[src/rtl/fetch_stage_pkg.sv]
// Shared definitions for the WISC fetch stage: FSM states and ISA opcodes.
package fetch_stage_pkg;

  typedef enum logic [1:0] {
    S_FETCH  = 2'd0,
    S_WAIT   = 2'd1,
    S_HOLD   = 2'd2,
    S_HALTED = 2'd3
  } fetch_state_e;

  localparam logic [4:0]  HALT_OPC = 5'b00000;
  localparam logic [15:0] NOP_OPC  = 16'h0800;

  // True when the opcode field (instr[15:11]) encodes HALT
  function automatic logic is_halt(input logic [4:0] opc);
    return opc == HALT_OPC;
  endfunction

endpackage

[src/rtl/fetch_pc_reg.sv]
// Program counter register: async reset, redirect load, +2 advance.
module fetch_pc_reg #(
  parameter logic [15:0] RESET_PC = 16'h0000
) (
  input  logic        clk,
  input  logic        rst_n,
  input  logic        i_load,
  input  logic [15:0] i_load_pc,
  input  logic        i_inc,
  output logic [15:0] o_pc
);

  logic [15:0] r_pc;

  // Load has priority over increment; increment wraps modulo 2^16
  always_ff @(posedge clk or negedge rst_n) begin
    if (!rst_n)      r_pc <= RESET_PC;
    else if (i_load) r_pc <= i_load_pc;
    else if (i_inc)  r_pc <= r_pc + 16'd2;
  end

  assign o_pc = r_pc;

endmodule

[src/rtl/fetch_stage.sv]
// WISC instruction-fetch stage: owns PC and imem handshake, handles
// multi-cycle memory, freeze buffering, redirects, halt and error.
module fetch_stage
  import fetch_stage_pkg::*;
#(
  parameter logic [15:0] RESET_PC  = 16'h0000,
  parameter logic [15:0] NOP_INSTR = NOP_OPC,
  parameter int          TIMEOUT   = 15
) (
  input  logic        clk,
  input  logic        rst_n,
  input  logic        freeze,
  input  logic        redirect,
  input  logic [15:0] redirect_pc,
  output logic        imem_req,
  output logic [15:0] imem_addr,
  input  logic [15:0] imem_rdata,
  input  logic        imem_done,
  input  logic        imem_stall,
  output logic [15:0] instr_F,
  output logic [15:0] inc_PC_F,
  output logic        instr_valid_F,
  output logic        fd_clr,
  output logic        halted,
  output logic        err
);

  localparam logic [3:0] TO = 4'(TIMEOUT);

  fetch_state_e r_state, w_state_nxt;
  logic         r_drop, w_drop_nxt;
  logic [3:0]   r_cnt, w_cnt_nxt;
  logic         r_err, w_err_nxt;
  logic [15:0]  r_buf, w_buf_nxt;
  logic         w_pc_load, w_pc_inc;
  logic [15:0]  w_pc;
  logic         w_timeout;

  fetch_pc_reg #(.RESET_PC(RESET_PC)) u_pc (
    .clk       (clk),
    .rst_n     (rst_n),
    .i_load    (w_pc_load),
    .i_load_pc (redirect_pc),
    .i_inc     (w_pc_inc),
    .o_pc      (w_pc)
  );

  // Next WAIT cycle would be the TIMEOUT-th without a completion
  assign w_timeout = (r_cnt + 4'd1) == TO;

  // Control state registers
  always_ff @(posedge clk or negedge rst_n) begin
    if (!rst_n) begin
      r_state <= S_FETCH;
      r_drop  <= 1'b0;
      r_cnt   <= 4'd0;
      r_err   <= 1'b0;
      r_buf   <= NOP_INSTR;
    end else begin
      r_state <= w_state_nxt;
      r_drop  <= w_drop_nxt;
      r_cnt   <= w_cnt_nxt;
      r_err   <= w_err_nxt;
      r_buf   <= w_buf_nxt;
    end
  end

  // Next-state and handshake outputs; redirect overrides everything except err-halt
  always_comb begin
    w_state_nxt   = r_state;
    w_drop_nxt    = r_drop;
    w_cnt_nxt     = r_cnt;
    w_err_nxt     = r_err;
    w_buf_nxt     = r_buf;
    w_pc_load     = 1'b0;
    w_pc_inc      = 1'b0;
    imem_req      = 1'b0;
    instr_F       = NOP_INSTR;
    instr_valid_F = 1'b0;
    fd_clr        = 1'b0;
    if (rst_n) begin
      if (redirect && !r_err) begin
        fd_clr    = 1'b1;
        w_pc_load = 1'b1;
        if (redirect_pc[0]) begin
          w_err_nxt   = 1'b1;
          w_drop_nxt  = 1'b0;
          w_state_nxt = S_HALTED;
        end else if (r_state == S_WAIT) begin
          w_cnt_nxt = r_cnt + 4'd1;
          if (imem_done) begin
            // request retires this cycle, nothing left to drop
            w_drop_nxt  = 1'b0;
            w_state_nxt = S_FETCH;
          end else if (w_timeout) begin
            w_err_nxt   = 1'b1;
            w_state_nxt = S_HALTED;
          end else begin
            w_drop_nxt = 1'b1;
          end
        end else begin
          w_state_nxt = S_FETCH;
        end
      end else begin
        unique case (r_state)
          S_FETCH: begin
            if (!freeze && !imem_stall) begin
              imem_req = 1'b1;
              if (imem_done) begin
                instr_valid_F = 1'b1;
                instr_F       = imem_rdata;
                w_pc_inc      = 1'b1;
                if (is_halt(imem_rdata[15:11])) w_state_nxt = S_HALTED;
              end else begin
                w_cnt_nxt   = 4'd0;
                w_state_nxt = S_WAIT;
              end
            end
          end
          S_WAIT: begin
            w_cnt_nxt = r_cnt + 4'd1;
            if (imem_done) begin
              if (r_drop) begin
                w_drop_nxt  = 1'b0;
                w_state_nxt = S_FETCH;
              end else if (freeze) begin
                w_buf_nxt   = imem_rdata;
                w_state_nxt = S_HOLD;
              end else begin
                instr_valid_F = 1'b1;
                instr_F       = imem_rdata;
                w_pc_inc      = 1'b1;
                w_state_nxt   = is_halt(imem_rdata[15:11]) ? S_HALTED : S_FETCH;
              end
            end else if (w_timeout) begin
              w_err_nxt   = 1'b1;
              w_state_nxt = S_HALTED;
            end
          end
          S_HOLD: begin
            instr_valid_F = 1'b1;
            instr_F       = r_buf;
            if (!freeze) begin
              w_pc_inc    = 1'b1;
              w_state_nxt = is_halt(r_buf[15:11]) ? S_HALTED : S_FETCH;
            end
          end
          default: ;
        endcase
      end
    end
  end

  assign imem_addr = w_pc;
  assign inc_PC_F  = w_pc + 16'd2;
  assign halted    = (r_state == S_HALTED);
  assign err       = r_err;

endmodule

[config.mk]
export PLATFORM = sky130hd
export DESIGN_NAME = fetch_stage
export DESIGN_NICKNAME = d
export VERILOG_FILES = /design/src/rtl/fetch_stage_pkg.sv /design/src/rtl/fetch_pc_reg.sv /design/src/rtl/fetch_stage.sv
export SDC_FILE = /design/constraint.sdc
export NUM_CORES = 1
export LEC_CHECK = 0
export BUFFER_PORTS_ARGS = -buffer_cell sky130_fd_sc_hd__buf_2
export CAP_MARGIN = 20
export CORE_UTILIZATION = 47
export CTS_CLUSTER_DIAMETER = 80
export DETAILED_ROUTE_END_ITERATION = 8
export HOLD_SLACK_MARGIN = 0.05
export PLACE_DENSITY = 0.86
export SETUP_SLACK_MARGIN = 0.02
export SLEW_MARGIN = 20
export SYNTH_ARGS = -nofsm -noshare
export SYNTH_HDL_FRONTEND = slang
export SYNTH_HIERARCHICAL = 1
export SYNTH_SLANG_ARGS = --single-unit
export TNS_END_PERCENT = 50
[constraint.sdc]
create_clock -name clk -period 2.7 [get_ports clk]
set_input_delay 0.27 -clock clk [delete_from_list [all_inputs] [get_ports clk]]
set_output_delay 0.27 -clock clk [all_outputs]
set_load 0.005 [all_outputs]
==> results.md, run 1 <==
- Crit-path max cell delay: 540 ps
- Worst-Margin Slew: ~540 ps
- Largest net degree at the start of global routing: 45
- Post-synth top flop: dfrtp_1
- Worst EP required: 2920 ps
- Final setup vio count: 0
- Area grow syn2layout: 21.7%
- Final Hold Fails: 0
- TNS Setup: 0 ps
- H-tree depth: 2
- Clk pwr share: 0.146
- PD cells: approximately 1000 nW/µm²
- Vias: around 2,800
- Final Cell Area: 3510 µm²
- Share of post-route cells with drive strength above 1: 0.359
- Max VDD drop: between 500 and 600 µV
- Die Ht: 80.4 µm
- Tcrit/Tclk final: 0.924
- DP Area: ~3400 µm²
- Max_cap viols: 0
- Vias in the first global route: 2,442
- Clock sinks: 40
- DR WL/cell: 15.3 µm
- Setup WS post-layout: 206 ps
- Initial DRC Count: 220
- DP Worst Slack: about 47 ps
- Clock Root Buffer: clkbuf_8
- Arrival time worst endpoint: 2720 ps
- Layout Nets: around 450
- Buffer levels on the longest clock path: 2
- Flop pwr share: 0.373
- FF/Latch Area: roughly 1000 µm²
- Row cnt: 28
- Core area: between 5000 and 6000 µm²
- Post-Route WL: 7.31 mm
- Gr usage total: 0.225
- Antenna fix cells: 0
- Sequential fraction of the synthesis area: 0.347
- Syn Inst Count: about 310
- TritonCTS clock tree: yes
- Commonest non-fill, non-tap cell in the layout: buf_2
- TritonRoute pass-1 iters: 4
- GRT overflow: 0
- Clk_lat worst skew: roughly 300 ps
- Setup Skew: between 2 and 3 ps
- LEAKAGE: ~0.0016 µW
- Reg clk slew, reported paths: 90 ps
- Starting Density: 0.488
- RePlAce Congestion: ~0.93
- Dpl hpwl: between 5 and 6 mm
- Worst path slowest cell: or4_1
- Critical path, cell by cell: inv_1 > ha_2 > and2b_1 > o21ai_1 > a211oi_2 > buf_4 > nand4_4 > or4_1 > o211ai_1
- CP Max Fanout: 11
- Min-delay worst type: in2async
- Mean area per synthesized cell: just over 9 µm²
- Post-Syn Nets: around 360
- Fin. max-slew vios: 0
- #FFs+latches synth: 40
- Pint: 2040 µW
- Via density: ~5.8
- Routed Antenna Nets: 0
- Initial antenna violation count: 0
- I/O pin count: just over 90
- Post-CTS Hold Fix Bufs: 0
- Post-synth EDFFs: 0
- Async S/R FF share, synth: 1.00
- Sw power: approximately 1500 µW
- Synth warn: 6
- Fin util: 0.593
- Die area: about 6500 µm²
- IO buf count: 90
- Switch share: 0.420
- First-pass GRT wire length: roughly 11 mm
- Kind of critical path: reg2reg
- Startpoint types: flop
- Min Tclk post-route: ~2500 ps
- Most frequent cells in the layout: buf_2 (90), dfrtp_1 (39), nor2_1 (29), nand2_1 (23), o21ai_0 (21)
- Total CTS buffers: 5
- Post-CTS setup buffer count: 0
- Width of the die: around 80 µm
- Combinational share of power: 0.481
- Cell area after synthesis: around 2900 µm²
- Multi-input gate area: ~1700 µm²
- Number of filler cells placed in the layout: 533
- Status: complete, no violations
- Worst slew margin: 0.638
- Endpoint type of the worst setup path: flop
- Drc violations: 0
- RSZ-0062 raised after global routing: false
- Achievable Freq: roughly 400 MHz
- Synth cell types: 63
[power by group through the flow]
stage                     Clock (µW)  Combinational [µW]  Sequential (µW)
after floorplan                    0                1150             1200
after global placement             0                1610             1290
after detailed placement           0                1670             1300
after CTS                        523                1680             1300
after global routing             553                1890             1360
final                            513                1700             1310
[layout make-up]
| type | instances | share of cell area |
|---|---|---|
| Multi-Input combinational cell | 243 | 0.494 |
| Sequential cell | 40 | 0.285 |
| Timing Repair Buffer | 98 | 0.145 |
| Tap cell | 75 | 0.0267 |
| Clock buffer | 5 | 0.0196 |
| Inverter | 15 | 0.0160 |
| Clock inverter | 3 | 0.0132 |
[cells by family after synthesis]
kind of cell / Yosys count / synth area share
xor+xnor: 19 / 0.0577
simple gates: 122 / 0.232
fa+ha+maj: 8 / 0.0347
compound gates: 76 / 0.186
mux: 18 / 0.0828
flops: 40 / 0.347
buf+inv: 30 / 0.0598
[per-stage QoR]
step	total power [µW]	hold slack, ps	cells
final	3520	59.3	479
after global routing	3800	112	479
after CTS	3510	81.9	479
after detailed placement	2970	406	471
after global placement	2900	389	471
after floorplan	2360	-25.6	313
[cell usage after synthesis, drive strengths merged, types with 3 or more instances]
library cell / count / share of area
dfrtp: 39 / 0.34
nor2: 31 / 0.041
nand2: 23 / 0.030
o21ai: 22 / 0.038
mux2: 17 / 0.079
a22oi: 16 / 0.043
nand3: 15 / 0.029
inv: 14 / 0.018
xnor2: 11 / 0.033
buf: 9 / 0.029
ha: 8 / 0.035
xor2: 8 / 0.024
clkbuf: 6 / 0.011
o41ai: 6 / 0.018
or4: 6 / 0.017
a31oi: 5 / 0.011
and3: 5 / 0.011
nand2b: 5 / 0.011
nand4: 5 / 0.013
a21oi: 4 / 0.0069
and2b: 4 / 0.011
and4: 4 / 0.013
nor2b: 4 / 0.0087
o211ai: 4 / 0.010
or2: 4 / 0.0087
nor3: 3 / 0.0052
or3: 3 / 0.0065
[metal layers]
metal	share of wire	track usage	vias up
met1	0.43	0.289	1308
met4	0.017	0.0875	0
met5	0	0	-
li1	-	-	1317
met2	0.48	0.367	128
met3	0.070	0.0477	13
[path summary, 6_finish.rpt]
kind	startpoint	to	slack (ps)	cells after the start
setup / recovery	r_state[1]	u_pc/o_pc[14]	210	9
hold / removal	rst_n	r_cnt[1]	60	2
setup reg to reg	r_state[1]	u_pc/o_pc[14]	210	9
hold reg to reg	r_buf[5]	r_buf[5]	520	1
max in group asynchronous	rst_n	r_buf[11]	2260	2
min in group clk	redirect_pc[3]	u_pc/o_pc[3]	180	3
[registers in the layout, indices dropped and copies added (netlist names)]
| signal | cells |
|---|---|
| r_buf | 16 |
| err | 1 |
| u_pc/o_pc | 16 |
| r_state | 2 |
| r_drop | 1 |
| r_cnt | 4 |
[worst max-delay path: cells and delay by family (launching register included)]
kind                       cells  cell delay, ps
AOI/OAI and AO/OA              3             520
adders and majority gates      1             250
and+or+nand+nor                3             920
DFF                            1             400
buffers and inverters          2             320
[repair_timing]
item	CTS	global route
gates cloned	0	0
endpoints found under the setup margin	17	21
resized for setup	2	4
pin swaps	0	1
No activity file was read; power rests on OpenSTA's default activity.
==> inputs of run 2 (changes only) <==
--- a/config.mk
+++ b/config.mk
@@ -12,6 +12,7 @@
 export DETAILED_ROUTE_END_ITERATION = 8
 export HOLD_SLACK_MARGIN = 0.05
 export PLACE_DENSITY = 0.86
+export REMOVE_ABC_BUFFERS = 1
 export SETUP_SLACK_MARGIN = 0.02
 export SLEW_MARGIN = 20
 export SYNTH_ARGS = -nofsm -noshare
==> results.md, run 2 (synthesized netlist as in run 1, its figures left out) <==
- Buffer levels on the longest clock path: 2 (unchanged)
- Worst reg2reg setup slack: 220 ps (+20 ps)
- Clk_lat worst skew: 290 ps (about the same)
- Vias in the first global route: 2,502 (+2.5%)
- Final setup vio count: 0 (unchanged)
- Total CTS buffers: 5 (unchanged)
- WHS: 66.6 ps (+7.27 ps)
- Status: complete, no violations
- Combinational share of power: 0.481 (about the same)
- Clk pwr share: 0.148 (+0.002)
- Post-Route WL: 6.96 mm (-4.8%)
- CP Max Fanout: 11 (unchanged)
- RePlAce Congestion: 0.938 (+1.3%)
- Die Ht: 80.4 µm (unchanged)
- Fin util: 0.595 (+0.00190)
- TNS Setup: 0 ps (unchanged)
- Layout Nets: 449 (unchanged)
- TritonCTS clock tree: yes
- Reg clk slew, reported paths: 80 ps (about the same)
- Min Tclk post-route: 2480 ps (-16.0 ps)
- Post-CTS Hold Fix Bufs: 0 (unchanged)
- Fin. max-slew vios: 0 (unchanged)
- H-tree depth: 2 (unchanged)
- Initial antenna violation count: 0 (unchanged)
- Worst slew margin: 0.642 (+0.00404)
- Achievable Freq: 404 MHz (+0.65%)
- Most frequent cells in the layout: buf_2 (90), dfrtp_1 (39), nor2_1 (29), nand2_1 (23), o21ai_0 (21)
- Endpoint type of the worst setup path: flop
- LEAKAGE: 0.00162 µW (+0.63%)
- Max_cap viols: 0 (unchanged)
- I/O pin count: 91 (unchanged)
- RSZ-0062 raised after global routing: false
- Commonest non-fill, non-tap cell in the layout: buf_2
- Post-CTS resize count: 1 (-1)
- Width of the die: 80.4 µm (unchanged)
- Switch share: 0.409 (-0.0112)
- Area grow syn2layout: 22.1%
- DR WL/cell: 14.5 µm (-4.8%)
- Core area: 5920 µm² (unchanged)
- Post-CTS setup buffer count: 0 (unchanged)
- Pint: 2070 µW (+1.6%)
- Via density: 5.60 (-3.1%)
- GRT overflow: 0 (unchanged)
- Kind of critical path: reg2reg
- Min-delay worst type: in2async
- Max VDD drop: 512 µV (-4.3%)
- Dpl hpwl: 5.05 mm (-3.6%)
- Final Hold Fails: 0 (unchanged)
- Initial DRC Count: 160 (-27%)
- Worst Setup SP: r_state[1]
- Drc violations: 0 (unchanged)
- Die area: 6460 µm² (unchanged)
- Tcrit/Tclk final: 0.918 (-0.00593)
- Share of post-route cells with drive strength above 1: 0.354 (-0.00495)
- IO buf count: 90 (unchanged)
- Gr usage total: 0.221 (-0.00428)
- Clock Root Buffer: clkbuf_8
- Vias: 2,681 (-3.1%)
- Startpoint types: flop
- Clock sinks: 40 (unchanged)
- Starting Density: 0.488 (unchanged)
- Arrival time worst endpoint: 2690 ps (-30 ps)
- Routed Antenna Nets: 0 (unchanged)
- Worst-Margin Slew: 536 ps (-6.06 ps)
- Antenna fix cells: 0 (unchanged)
- First-pass GRT wire length: 11.2 mm (-0.12%)
- PD cells: 996 nW/µm² (-0.68%)
- Sw power: 1440 µW (-3.0%)
- TritonRoute pass-1 iters: 4 (unchanged)
- Flop pwr share: 0.371 (-0.002)
- Row cnt: 28 (unchanged)
- Setup Skew: 7.57 ps (+5.00 ps)
- Worst r2r src: r_state[1]
- Worst EP required: 2920 ps (about the same)
- Largest net degree at the start of global routing: 45 (unchanged)
-- run 2: area by class of cell --
cell class | count | area (µm²)
tap | 75 | 93.8
timing repair buffer | 98 | 523
clock inverter | 2 | 38.8
clock buffer | 6 | 82.6
multi-input combinational | 243 | 1730
inverter | 15 | 56.3
sequential | 40 | 1000
fill | 523 | 2400
-- run 2: worst paths after layout --
check,to,cells past startpoint
max in group asynchronous,r_buf[11],2
worst max register to register,u_pc/o_pc[14],9
worst max-delay path,u_pc/o_pc[14],9
worst min-delay path,r_cnt[1],2
min in group clk,u_pc/o_pc[4],3
worst min register to register,r_buf[1],1
-- run 2: metrics by stage --
step	std cells	worst slack (ps)	total power [µW]	instance area [µm²]
2_1_floorplan	298	-313	2310	2770
3_3_place_gp	471	247	2890	3390
3_5_place_dp	471	183	2970	3390
4_1_cts	479	144	3510	3510
5_1_grt	479	22.4	3800	3520
6_report	479	222	3510	3520
-- run 2: worst max-delay path, cell delays in order, from the launching register on --
cell and delay (ps):
dfrtp_1 410, inv_1 120, ha_1 170, and2b_1 170
o21ai_1 130, a211oi_1 250, buf_4 200, nand4_4 200
or4_1 570, o211ai_1 190
-- run 2: layer usage --
layer,share of wire,global-route usage,vias to the layer above
met5,0,0,-
li1,-,-,1319
met1,0.44,0.268,1275
met4,0.010,0.0696,0
met2,0.50,0.398,82
met3,0.046,0.0318,5
-- run 2: power groups by stage --
| stage | clock, µW | sequential (µW) | combinational (µW) |
|---|---|---|---|
| after global placement | 0 | 1270 | 1620 |
| final | 520 | 1300 | 1690 |
| after detailed placement | 0 | 1290 | 1680 |
| after global routing | 562 | 1350 | 1890 |
| after CTS | 537 | 1280 | 1690 |
| after floorplan | 0 | 1200 | 1100 |
